--- config.mk ---
export PLATFORM = sky130hd
export DESIGN_NAME = fetch_unit_flat
export DESIGN_NICKNAME = d
export VERILOG_FILES = /design/src/rtl/pipes_pkg.sv /design/src/rtl/fetch_unit_if.sv /design/src/rtl/fetch_unit.sv /design/src/flat_wrapper.sv
export SDC_FILE = /design/constraint.sdc
export NUM_CORES = 1
export LEC_CHECK = 0
export CAP_MARGIN = 10
export CORE_MARGIN = 2
export CORE_UTILIZATION = 42
export DETAILED_ROUTE_END_ITERATION = 12
export GPL_TIMING_DRIVEN = 1
export PLACE_DENSITY = 0.69
export RECOVER_POWER = 100
export SETUP_SLACK_MARGIN = 0.2
export SKIP_CTS_REPAIR_TIMING = 1
export SLEW_MARGIN = 10
export SYNTH_ARGS = -nofsm -noshare
export SYNTH_HDL_FRONTEND = slang
export SYNTH_SLANG_ARGS = --single-unit
--- constraint.sdc ---
create_clock -name CLK -period 4.8 [get_ports CLK]
set_clock_uncertainty 0.05 [all_clocks]
set_input_delay 0.96 -clock CLK [delete_from_list [all_inputs] [get_ports CLK]]
set_output_delay 0.96 -clock CLK [all_outputs]
set_load 0.02 [all_outputs]
--- src/rtl/pipes_pkg.sv ---
// Shared pipeline types for the fetch stage: word type, fetch FSM states, PC step.
package pipes_pkg;
    typedef logic [31:0] word_t;
    typedef enum logic [1:0] {FETCH, DRAIN, HOLD, HALTED} fetch_state_t;
    localparam word_t PC_STEP = 32'd4;
endpackage

--- src/rtl/fetch_unit_if.sv ---
// Instruction-cache read handshake: fetch is master, cache is slave.
interface fetch_unit_if #(parameter int WORD_W = 32);
    logic              iREN;
    logic [WORD_W-1:0] iaddr;
    logic              ihit;
    logic [WORD_W-1:0] iload;

    modport master (output iREN, iaddr, input ihit, iload);
    modport slave  (input iREN, iaddr, output ihit, iload);
endinterface

--- src/rtl/fetch_unit.sv ---
// Fetch stage: owns the PC, reads the icache, and feeds IF/ID with a one-entry stall buffer.
module fetch_unit
    import pipes_pkg::*;
#(
    parameter logic [31:0] PC_INIT = 32'h0000_0000,
    parameter int          WORD_W  = 32
) (
    input  logic              CLK,
    input  logic              nRST,
    fetch_unit_if.master      icache,
    input  logic              stall,
    input  logic              redirect,
    input  logic [WORD_W-1:0] redirect_pc,
    input  logic              halt,
    output logic [WORD_W-1:0] instr_o,
    output logic [WORD_W-1:0] npc_o,
    output logic              valid_o,
    output logic [31:0]       fetch_cnt
);
    fetch_state_t      state, state_n;
    logic [WORD_W-1:0] pc, pc_n, pend_pc, pend_pc_n;
    logic [WORD_W-1:0] buf_instr, buf_instr_n, buf_npc, buf_npc_n;
    logic [WORD_W-1:0] pc_inc;

    assign pc_inc       = pc + WORD_W'(PC_STEP);
    // Address tracks pc, which only moves on a hit, so it is stable while a request waits.
    assign icache.iaddr = pc;

    always_comb begin
        state_n     = state;
        pc_n        = pc;
        pend_pc_n   = pend_pc;
        buf_instr_n = buf_instr;
        buf_npc_n   = buf_npc;
        icache.iREN = 1'b0;
        valid_o     = 1'b0;
        instr_o     = '0;
        npc_o       = '0;
        case (state)
            FETCH: begin
                icache.iREN = 1'b1;
                if (halt) begin
                    state_n = HALTED;
                end else if (redirect) begin
                    if (icache.ihit) begin
                        pc_n = redirect_pc;
                    end else begin
                        pend_pc_n = redirect_pc;
                        state_n   = DRAIN;
                    end
                end else if (icache.ihit) begin
                    pc_n = pc_inc;
                    if (stall) begin
                        buf_instr_n = icache.iload;
                        buf_npc_n   = pc_inc;
                        state_n     = HOLD;
                    end else begin
                        valid_o = 1'b1;
                        instr_o = icache.iload;
                        npc_o   = pc_inc;
                    end
                end
            end
            DRAIN: begin
                // The stale request must complete before the new PC may be presented.
                icache.iREN = 1'b1;
                if (halt) begin
                    state_n = HALTED;
                end else if (icache.ihit) begin
                    pc_n    = redirect ? redirect_pc : pend_pc;
                    state_n = FETCH;
                end else if (redirect) begin
                    pend_pc_n = redirect_pc;
                end
            end
            HOLD: begin
                instr_o = buf_instr;
                npc_o   = buf_npc;
                if (halt) begin
                    state_n = HALTED;
                end else if (redirect) begin
                    pc_n    = redirect_pc;
                    state_n = FETCH;
                end else if (!stall) begin
                    valid_o = 1'b1;
                    state_n = FETCH;
                end
            end
            default: ;
        endcase
    end

    always_ff @(posedge CLK or negedge nRST) begin
        if (!nRST) begin
            state     <= FETCH;
            pc        <= WORD_W'(PC_INIT);
            pend_pc   <= '0;
            buf_instr <= '0;
            buf_npc   <= '0;
            fetch_cnt <= '0;
        end else begin
            state     <= state_n;
            pc        <= pc_n;
            pend_pc   <= pend_pc_n;
            buf_instr <= buf_instr_n;
            buf_npc   <= buf_npc_n;
            fetch_cnt <= fetch_cnt + {31'd0, valid_o};
        end
    end
endmodule

--- src/flat_wrapper.sv ---
// flat-port wrapper written by rule: the top's interface ports become plain ports
module fetch_unit_flat import pipes_pkg::*;
#(
    parameter logic [31:0] PC_INIT = 32'h0000_0000,
    parameter int          WORD_W  = 32
)
  (CLK, nRST, stall, redirect, redirect_pc, halt, instr_o, npc_o, valid_o, fetch_cnt, icache_iREN, icache_iaddr, icache_ihit, icache_iload);
  fetch_unit_if #(.WORD_W(WORD_W)) icache_i ();
  input  logic CLK;
  input  logic nRST;
  input  logic stall;
  input  logic redirect;
  input  logic [WORD_W-1:0] redirect_pc;
  input  logic halt;
  output logic [WORD_W-1:0] instr_o;
  output logic [WORD_W-1:0] npc_o;
  output logic valid_o;
  output logic [31:0] fetch_cnt;
  output wire logic [$bits(icache_i.iREN)-1:0] icache_iREN;
  output wire logic [$bits(icache_i.iaddr)-1:0] icache_iaddr;
  input wire logic [$bits(icache_i.ihit)-1:0] icache_ihit;
  input wire logic [$bits(icache_i.iload)-1:0] icache_iload;
  assign icache_iREN = icache_i.iREN;
  assign icache_iaddr = icache_i.iaddr;
  assign icache_i.ihit = icache_ihit;
  assign icache_i.iload = icache_iload;
  fetch_unit #(.PC_INIT(PC_INIT), .WORD_W(WORD_W)) u_core (.CLK(CLK), .nRST(nRST), .icache(icache_i), .stall(stall), .redirect(redirect), .redirect_pc(redirect_pc), .halt(halt), .instr_o(instr_o), .npc_o(npc_o), .valid_o(valid_o), .fetch_cnt(fetch_cnt));
endmodule
Word-level counts from Yosys, hierarchy flattened
Cells that the tools add are included.
- bits in latches: 0
- RAM bits: 0
- word-level logic and storage cells: 79
- flip-flop bits (word level): 162
- memory bits (read-only): 0
- memories: 0
- add/subtract/negate cells: 2
- shift-type cells: 0
- $lt $le $gt $ge: 0
- $mul: 0
- equal/unequal tests: 16
- divide/modulo/power cells: 0
- reduce and logical (&&, ||, !) cells: 8
- muxes and demuxes: 45
- bitwise operators: 2
- operators with widths (kind ; count):
    $mux W32 ; 22
    $pmux W32 S2 ; 3
    $pmux W32 S3 ; 1
    $add A32 B1 Y32 ; 1
    $add A32 B3 Y32 const B ; 1
    $mux W2 ; 10
    $ne A2 B2 Y1 const B ; 9
    $ne A4 B4 Y1 const B ; 4
    $reduce_and A6 Y1 ; 2
    $mux W1 ; 7
    $reduce_and A7 Y1 ; 1
    $pmux W2 S3 ; 1
    $reduce_and A5 Y1 ; 1
    $ne A3 B3 Y1 const B ; 1
    $reduce_bool A3 Y1 ; 1
    $eq A2 B1 Y1 const B ; 1
    $eq A2 B2 Y1 const B ; 1
    $logic_not A2 Y1 ; 1
    $not A1 Y1 ; 2
    $pmux W1 S2 ; 1
    $reduce_bool A2 Y1 ; 1
    $reduce_or A2 Y1 ; 1

Depth between registers and ports, before layout
Gate-level depths: netlist of run 1.
- depth after elaboration: 6
- gate-level depth with buffers: 12
- depth with buffers taken out: 10

Worst setup path after synthesis of run 1
Ideal clock, no wire load.
- kind: input port to flip-flop
- start point: input port redirect
- end point: register u_core.fetch_cnt[29]
- slack: 845 ps
- arrival: 3776 ps
- stages on the path: 10
- required time: 4621 ps
- cells stage by stage: buf_2 -> clkbuf_1 -> clkbuf_1 -> nor4_1 -> ha_1 -> nand4_1 -> or2_2 -> nor4_1 -> nand3_1 -> xnor2_1
- word-level cells in the longest chain between the ends: 4
- elaborated cells on any way between the ends: 6
- RTL lines (element ; RTL line ; RTL):
    from (decl) ; flat_wrapper.sv:12 ; input logic redirect;
    $mux W1 (on tied branches) ; fetch_unit.sv:81, fetch_unit.sv:44 ;
    $mux W1 (on tied branches) ; fetch_unit.sv:79, fetch_unit.sv:42 ;
    $pmux W1 S2 * ; fetch_unit.sv:39 ; case (state)
    net valid_o ; flat_wrapper.sv:17 ; output logic valid_o;
    $add A32 B1 Y32 * ; fetch_unit.sv:107 ; fetch_cnt <= fetch_cnt + {31'd0, valid_o};
    to (signal assigned) ; fetch_unit.sv:107 ;
    to (decl) ; fetch_unit.sv:18 ; output logic [31:0] fetch_cnt
The timed path passes the listed nets; every way through them passes the cells marked *.
A chain may end at the register's enable or synchronous reset.

Final worst setup path of run 1
- start point: input port redirect
- end point: register u_core.pend_pc[4]
- word-level cells in the longest chain between the ends: 4
- elaborated cells on any way between the ends: 6
- RTL lines (element ; RTL line ; RTL):
    $mux W32 (3 in a row) ; - ;
    $pmux W32 S2 ; - ;
    to (signal assigned) ; fetch_unit.sv:104 ; pend_pc <= pend_pc_n;
    to (decl) ; fetch_unit.sv:21 ; logic [WORD_W-1:0] pc, pc_n, pend_pc, pend_pc_n;
Several ways; a longest one is shown, not always the timed one. The select of a mux whose other input is x is not followed.

==> run summary, run 1 <==
EDFF count, synth: 0
Initial antenna violation count: 2
WL/cell: 18.6 um
Avg Cell Area, Syn: 10.5 um2
Slew of the pin with the lowest slew margin: 2780 ps
Leak pwr: 5.00 nW
Endpoints failing setup: 0
Most used routing layer in global routing: met2
Mapped cell area: 0.00868 mm2
Primary FF master, synth: dfrtp_1
Leading cell types in the layout, fill and taps excluded: dfrtp_1, clkdlybuf4s50_1, dlygate4sd3_1
Cts bufs inserted: 17
Status: complete, but fails checks
Detailed Route WL: 23.9 mm
Port bufs: 199
Worst IR Drop VDD: 0.352 mV
Deepest clock path buffer count: 2
DR vias/cell: 5.63
Clock slew at reported path FFs: 70 ps
Critical path type: in2reg
GRT overflow: 0
Antenna Nets Post-Route: 0
CTS tree: yes
Failing checks: max-capacitance violations, max-slew violations
First-pass GRT wire length: 38.7 mm
Multi-input logic area: 0.00433 mm2
Largest net degree at the start of global routing: 108
Layout cell share with drive strength beyond 1: 0.149
CP max FO: 39
WP data arrival: 4720 ps
Commonest non-fill, non-tap cell in the layout: dfrtp_1
Fin nets: 1081
Initial Util: 0.429
Max-slew violations: 147
Total number of vias: 7240
Ys async rst share: 1.00
H-tree levels: 4
# DRC: 0
Syn Nets: 905
Yosys reg bits: 162
Dpl cell area: 0.0110 mm2
Critical path, cell by cell: dlygate4sd3_1 > clkbuf_1 > inv_1 > clkbuf_2 > nor3_4 > clkbuf_2 > mux2_2
Worst Path Required: 5060 ps
Die X: 148 um
Core box area: 0.0202 mm2
MaxCap Viol Count: 2
GRT Util Overall: 0.223
Worst setup SP type: primary input
Clk_lat worst skew: 420 ps
Fin crit period: 4460 ps
Number of diodes: 0
Post-Syn Instances: 828
FMAX: 224 MHz
Met2 usage: 0.354
Die height: 148 um
Register area share after synthesis: 0.467
Max stage delay cell, worst path: clkbuf_1
Die area: 0.0218 mm2
TNS Setup: 0 ps
Synth warnings: 0
Hold Path Class: reg2reg
Vias in the first global route: 7073
Fin. Hold Viols: 0
Netlist cell types: 59
Clk sinks: 162
Area added between synthesis and finish: 32.3%
Post-DP HPWL: 16.1 mm
Initial DRC Count: 399
Pwr dens: 585 mW/mm2
GR met3 Demand/Resource: 0.0540
Finished Cell Area: 0.0115 mm2
Routing usage on met1: 0.313
Critical path's largest stage delay: 1460 ps
Cell mode on critical path: clkbuf_2
CP Capture Type: flip-flop
Fillers: 1739
CTS Root Cell: clkbuf_16
RSZ-0062 raised after global routing: false
GP Congestion: 0.821
# IOs: 200
Period utilization: 0.929
FP Rows: 52
Slew Limit Headroom: -0.853
First-pass DRT Iterations: 6
FF/Latch Area: 0.00405 mm2
sequential cells by signal (all words and copies together), names as in the netlist:
register / count
u_core.fetch_cnt: 32
u_core.state: 2
u_core.buf_npc: 32
u_core.buf_instr: 32
u_core.icache.iaddr: 32
u_core.pend_pc: 32
critical path: cells and delay by family:
family        cells  cell delay (ps)
mux               1              400
buf+inv           5             3020
simple gates      1              290
cell families (layout without fill, tap and decap cells):
group | Yosys count | in the layout | share of synthesized area
and+or+nand+nor | 199 | 199 | 0.123
buffers and inverters | 74 | 263 | 0.0346
muxes | 94 | 94 | 0.121
DFF | 162 | 162 | 0.467
AOI/OAI and AO/OA | 234 | 234 | 0.185
adders and majority gates | 7 | 7 | 0.0101
xor gates and xnor gates | 58 | 58 | 0.0586
metal layers:
layer  vias to the layer above  share of wire  wire length (um)
met5                         -        0.00054                13
li1                       3414              -                 -
met3                        14          0.062              1470
met4                         2         0.0084               201
met1                      3593           0.46             10900
met2                       217           0.47             11300
cell type report:
type / instances / area share
inverter: 14 / 0.00458
tap: 270 / 0.0294
sequential: 162 / 0.353
timing repair buffer: 217 / 0.184
clock buffer: 17 / 0.0371
clock inverter: 15 / 0.0142
multi-input combinational: 592 / 0.378
synthesized netlist by cell type (7+ instances only):
| cell type | number | area (um2) |
|---|---|---|
| buf_2 | 9 | 45.0 |
| a22o_1 | 63 | 552 |
| ha_1 | 7 | 87.6 |
| nor2_1 | 36 | 135 |
| a22oi_1 | 15 | 113 |
| nor4_1 | 8 | 50.1 |
| mux2_2 | 89 | 1000 |
| nand2_1 | 65 | 244 |
| inv_1 | 14 | 52.6 |
| o21ai_0 | 48 | 240 |
| a21oi_1 | 56 | 280 |
| and3_1 | 9 | 56.3 |
| xnor2_1 | 46 | 403 |
| clkbuf_1 | 43 | 161 |
| nand4_1 | 23 | 144 |
| nand3_1 | 20 | 100 |
| a2bb2oi_1 | 7 | 61.3 |
| dfrtp_1 | 162 | 4050 |
| a21o_1 | 9 | 67.6 |
| xor2_1 | 12 | 105 |
path summary, 6_finish.rpt:
path,startpoint,end,slack [ps],cells past startpoint
min,u_core.fetch_cnt[31]$_DFF_PN0_,u_core.fetch_cnt[31]$_DFF_PN0_,410,1
min in group asynchronous,nRST,u_core.buf_npc[6]$_DFFE_PN0P_,1360,1
min reg2reg,u_core.fetch_cnt[31]$_DFF_PN0_,u_core.fetch_cnt[31]$_DFF_PN0_,410,1
max reg2reg,u_core.state[0]$_DFFE_PN0P_,u_core.buf_instr[5]$_DFFE_PN0P_,1490,6
max,redirect,u_core.pend_pc[4]$_DFFE_PN0P_,340,7
max in group asynchronous,nRST,u_core.pend_pc[30]$_DFFE_PN0P_,1730,1
report_power, final:
part	leakage [nW]	internal, mW	switching (mW)
clock network	0.287	0.701	0.661
registers	2.09	1.90	0.447
logic	2.63	1.36	1.65
total	5.00	3.96	2.76
through the flow:
stage	hold WS, ps	utilization	total power [mW]	worst slack (ps)	cells
5_1_grt	454	0.567	7.17	121	1287
2_1_floorplan	427	-	4.29	845	828
3_3_place_gp	413	0.541	5.39	597	1255
6_report	414	0.567	6.72	339	1287
3_5_place_dp	417	0.541	5.45	531	1255
4_1_cts	428	0.570	6.83	494	1287
(Power assumes the default switching activity.)
==> run 2: changes to the inputs <==
--- a/config.mk
+++ b/config.mk
@@ -7,10 +7,10 @@
 export LEC_CHECK = 0
 export CAP_MARGIN = 10
 export CORE_MARGIN = 2
-export CORE_UTILIZATION = 42
+export CORE_UTILIZATION = 45
 export DETAILED_ROUTE_END_ITERATION = 12
 export GPL_TIMING_DRIVEN = 1
-export PLACE_DENSITY = 0.69
+export PLACE_DENSITY = 0.73
 export RECOVER_POWER = 100
 export SETUP_SLACK_MARGIN = 0.2
 export SKIP_CTS_REPAIR_TIMING = 1
==> constraint.sdc (replaced) <==
create_clock -name CLK -period 4.8 [get_ports CLK]
set_clock_uncertainty 0.05 [all_clocks]
set_input_delay 1.2 -clock CLK [delete_from_list [all_inputs] [get_ports CLK]]
set_output_delay 1.2 -clock CLK [all_outputs]
set_load 0.02 [all_outputs]
==> run 2 against run 1 <==
The run still ends with max-capacitance violations, max-slew violations left. Largest cell class unchanged. Sequential share of layout area shrank 0.19 points. Worst setup slack lost 200 ps. Sequential power is essentially flat. Clock power grew 3%.
==> run summary, run 2 (same netlist as run 1, synthesis figures left out) <==
GP Congestion: 0.858 (+4.5%)
Die height: 143 um (-3.3%)
DR vias/cell: 5.73 (+1.9%)
Largest net degree at the start of global routing: 106 (-1.9%)
Period utilization: 0.971 (+0.0421)
Commonest non-fill, non-tap cell in the layout: dfrtp_1
Clk sinks: 162 (unchanged)
Dpl cell area: 0.0110 mm2 (+0.37%)
R2r startpoint: u_core.state[0]$_DFFE_PN0P_
Core box area: 0.0188 mm2 (-6.9%)
CP max FO: 22 (-44%)
# DRC: 0 (unchanged)
Layout cell share with drive strength beyond 1: 0.160 (+0.0109)
WP data arrival: 3410 ps (-1310 ps)
Fin nets: 1093 (+1.1%)
Finished Cell Area: 0.0115 mm2 (+0.57%)
WL/cell: 18.8 um (+1.4%)
Worst setup SP type: primary input
Fin. Hold Viols: 0 (unchanged)
Endpoints failing setup: 0 (unchanged)
Port bufs: 199 (unchanged)
Initial DRC Count: 539 (+35%)
Hold Path Class: reg2reg
Crit path buf inv count: 5 (unchanged)
Leading cell types in the layout, fill and taps excluded: dfrtp_1, clkdlybuf4s50_1, mux2_2
Initial Util: 0.461 (+0.0320)
TNS Setup: 0 ps (unchanged)
FP Rows: 50 (-3.8%)
Crit path from: halt
Initial antenna violation count: 2 (unchanged)
Final total power: 6.77 mW (+0.82%)
GRT overflow: 0 (unchanged)
Post-DP HPWL: 16.4 mm (+1.4%)
RSZ-0062 raised after global routing: false
Cts bufs inserted: 17 (unchanged)
Failing checks: max-capacitance violations, max-slew violations
First-pass DRT Iterations: 6 (unchanged)
Worst IR Drop VDD: 0.385 mV (+9.2%)
Critical path type: in2out
CP Capture Type: primary output
Detailed Route WL: 24.3 mm (+1.7%)
CTS Root Cell: clkbuf_16
CTS tree: yes
Vias in the first global route: 7007 (-0.93%)
Leak pwr: 5.02 nW (+0.39%)
Die X: 143 um (-3.3%)
Deepest clock path buffer count: 2 (unchanged)
Met2 usage: 0.378 (+0.0236)
Area added between synthesis and finish: 33.1%
GR met3 Demand/Resource: 0.0604 (+0.00635)
H-tree levels: 4 (unchanged)
MaxCap Viol Count: 2 (unchanged)
Critical path, cell by cell: dlygate4sd3_1 > buf_4 > nor4_4 > buf_4 > clkbuf_16 > a22o_1 > dlygate4sd3_1
Slew Limit Headroom: -0.818 (+0.0346)
Worst Path Required: 3550 ps (-1510 ps)
Status: complete, but fails checks
Max stage delay cell, worst path: dlygate4sd3_1
First-pass GRT wire length: 37.7 mm (-2.4%)
Fin crit period: 4660 ps (+202 ps)
Slew of the pin with the lowest slew margin: 2730 ps (-51.9 ps)
Crit-path leading delay family: buffers and inverters
FMAX: 214 MHz (-4.3%)
Max-slew violations: 139 (-5.4%)
Total number of vias: 7395 (+2.1%)
Clk_lat worst skew: 430 ps (about the same)
Hold path startpoint: u_core.fetch_cnt[31]$_DFF_PN0_
Pwr dens: 587 mW/mm2 (+0.26%)
GRT Util Overall: 0.236 (+0.0131)
Die area: 0.0204 mm2 (-6.5%)
Antenna Nets Post-Route: 0 (unchanged)
Critical path's largest stage delay: 670 ps (-790 ps)
Routing usage on met1: 0.320 (+0.00684)
Most used routing layer in global routing: met2
# IOs: 200 (unchanged)
Clock slew at reported path FFs: 60 ps (about the same)
-- run 2: cell count changes in the layout (fill, tap and decap cells not counted), moves of 3 or more --
cell             previous run  this run
buf_4                       9        18
clkbuf_1                    3        15
clkdlybuf4s50_1           106       101
clkinvlp_4                  1         4
dlygate4sd3_1              92        87
inv_6                       1         6
inv_8                       7         1
-- run 2: power breakdown --
group	switching [mW]	total [mW]	internal, mW
logic	1.66	3.02	1.36
clock network	0.618	1.40	0.781
registers	0.460	2.36	1.90
total	2.74	6.77	4.04
-- run 2: final timing paths --
check	slack, ps	depth (start not counted)	end
worst min register to register	420	1	u_core.fetch_cnt[31]$_DFF_PN0_
min in group asynchronous	1580	1	u_core.buf_npc[2]$_DFFE_PN0P_
max in group asynchronous	1380	1	u_core.icache.iaddr[2]$_DFFE_PN0P_
worst max-delay path	140	7	instr_o[9]
worst max register to register	1500	10	u_core.fetch_cnt[31]$_DFF_PN0_
worst min-delay path	420	1	u_core.fetch_cnt[31]$_DFF_PN0_
-- run 2: worst register-to-register path: cells and delay by family (launching register included) --
kind | cells | cell delay (ps)
compound gates | 1 | 80
xor+xnor | 1 | 150
fa+ha+maj | 2 | 760
buf+inv | 1 | 160
flops | 1 | 420
simple gates | 5 | 1560
-- run 2: final cells by class --
type	instances	area, um2
Antenna cell	1	2.50
Clock inverter	15	171
Multi-Input combinational cell	592	4350
Fill cell	1570	7290
Tap cell	260	325
Timing Repair Buffer	229	2160
Inverter	14	52.6
Sequential cell	162	4060
Clock buffer	17	425
-- run 2: per-layer routing --
layer	wire, um	part of all wire
met1	10300	0.43
met4	430	0.018
met5	0	0
met2	11800	0.48
met3	1770	0.073
-- run 2: stage by stage --
step / instances / util / hold slack [ps] / setup slack, ps
floorplan: 828 / - / 427 / 605
global placement: 1252 / 0.584 / 410 / 156
detailed placement: 1252 / 0.584 / 412 / 127
CTS: 1284 / 0.615 / 426 / 128
global route: 1289 / 0.613 / 428 / 63.5
finish: 1290 / 0.613 / 418 / 137
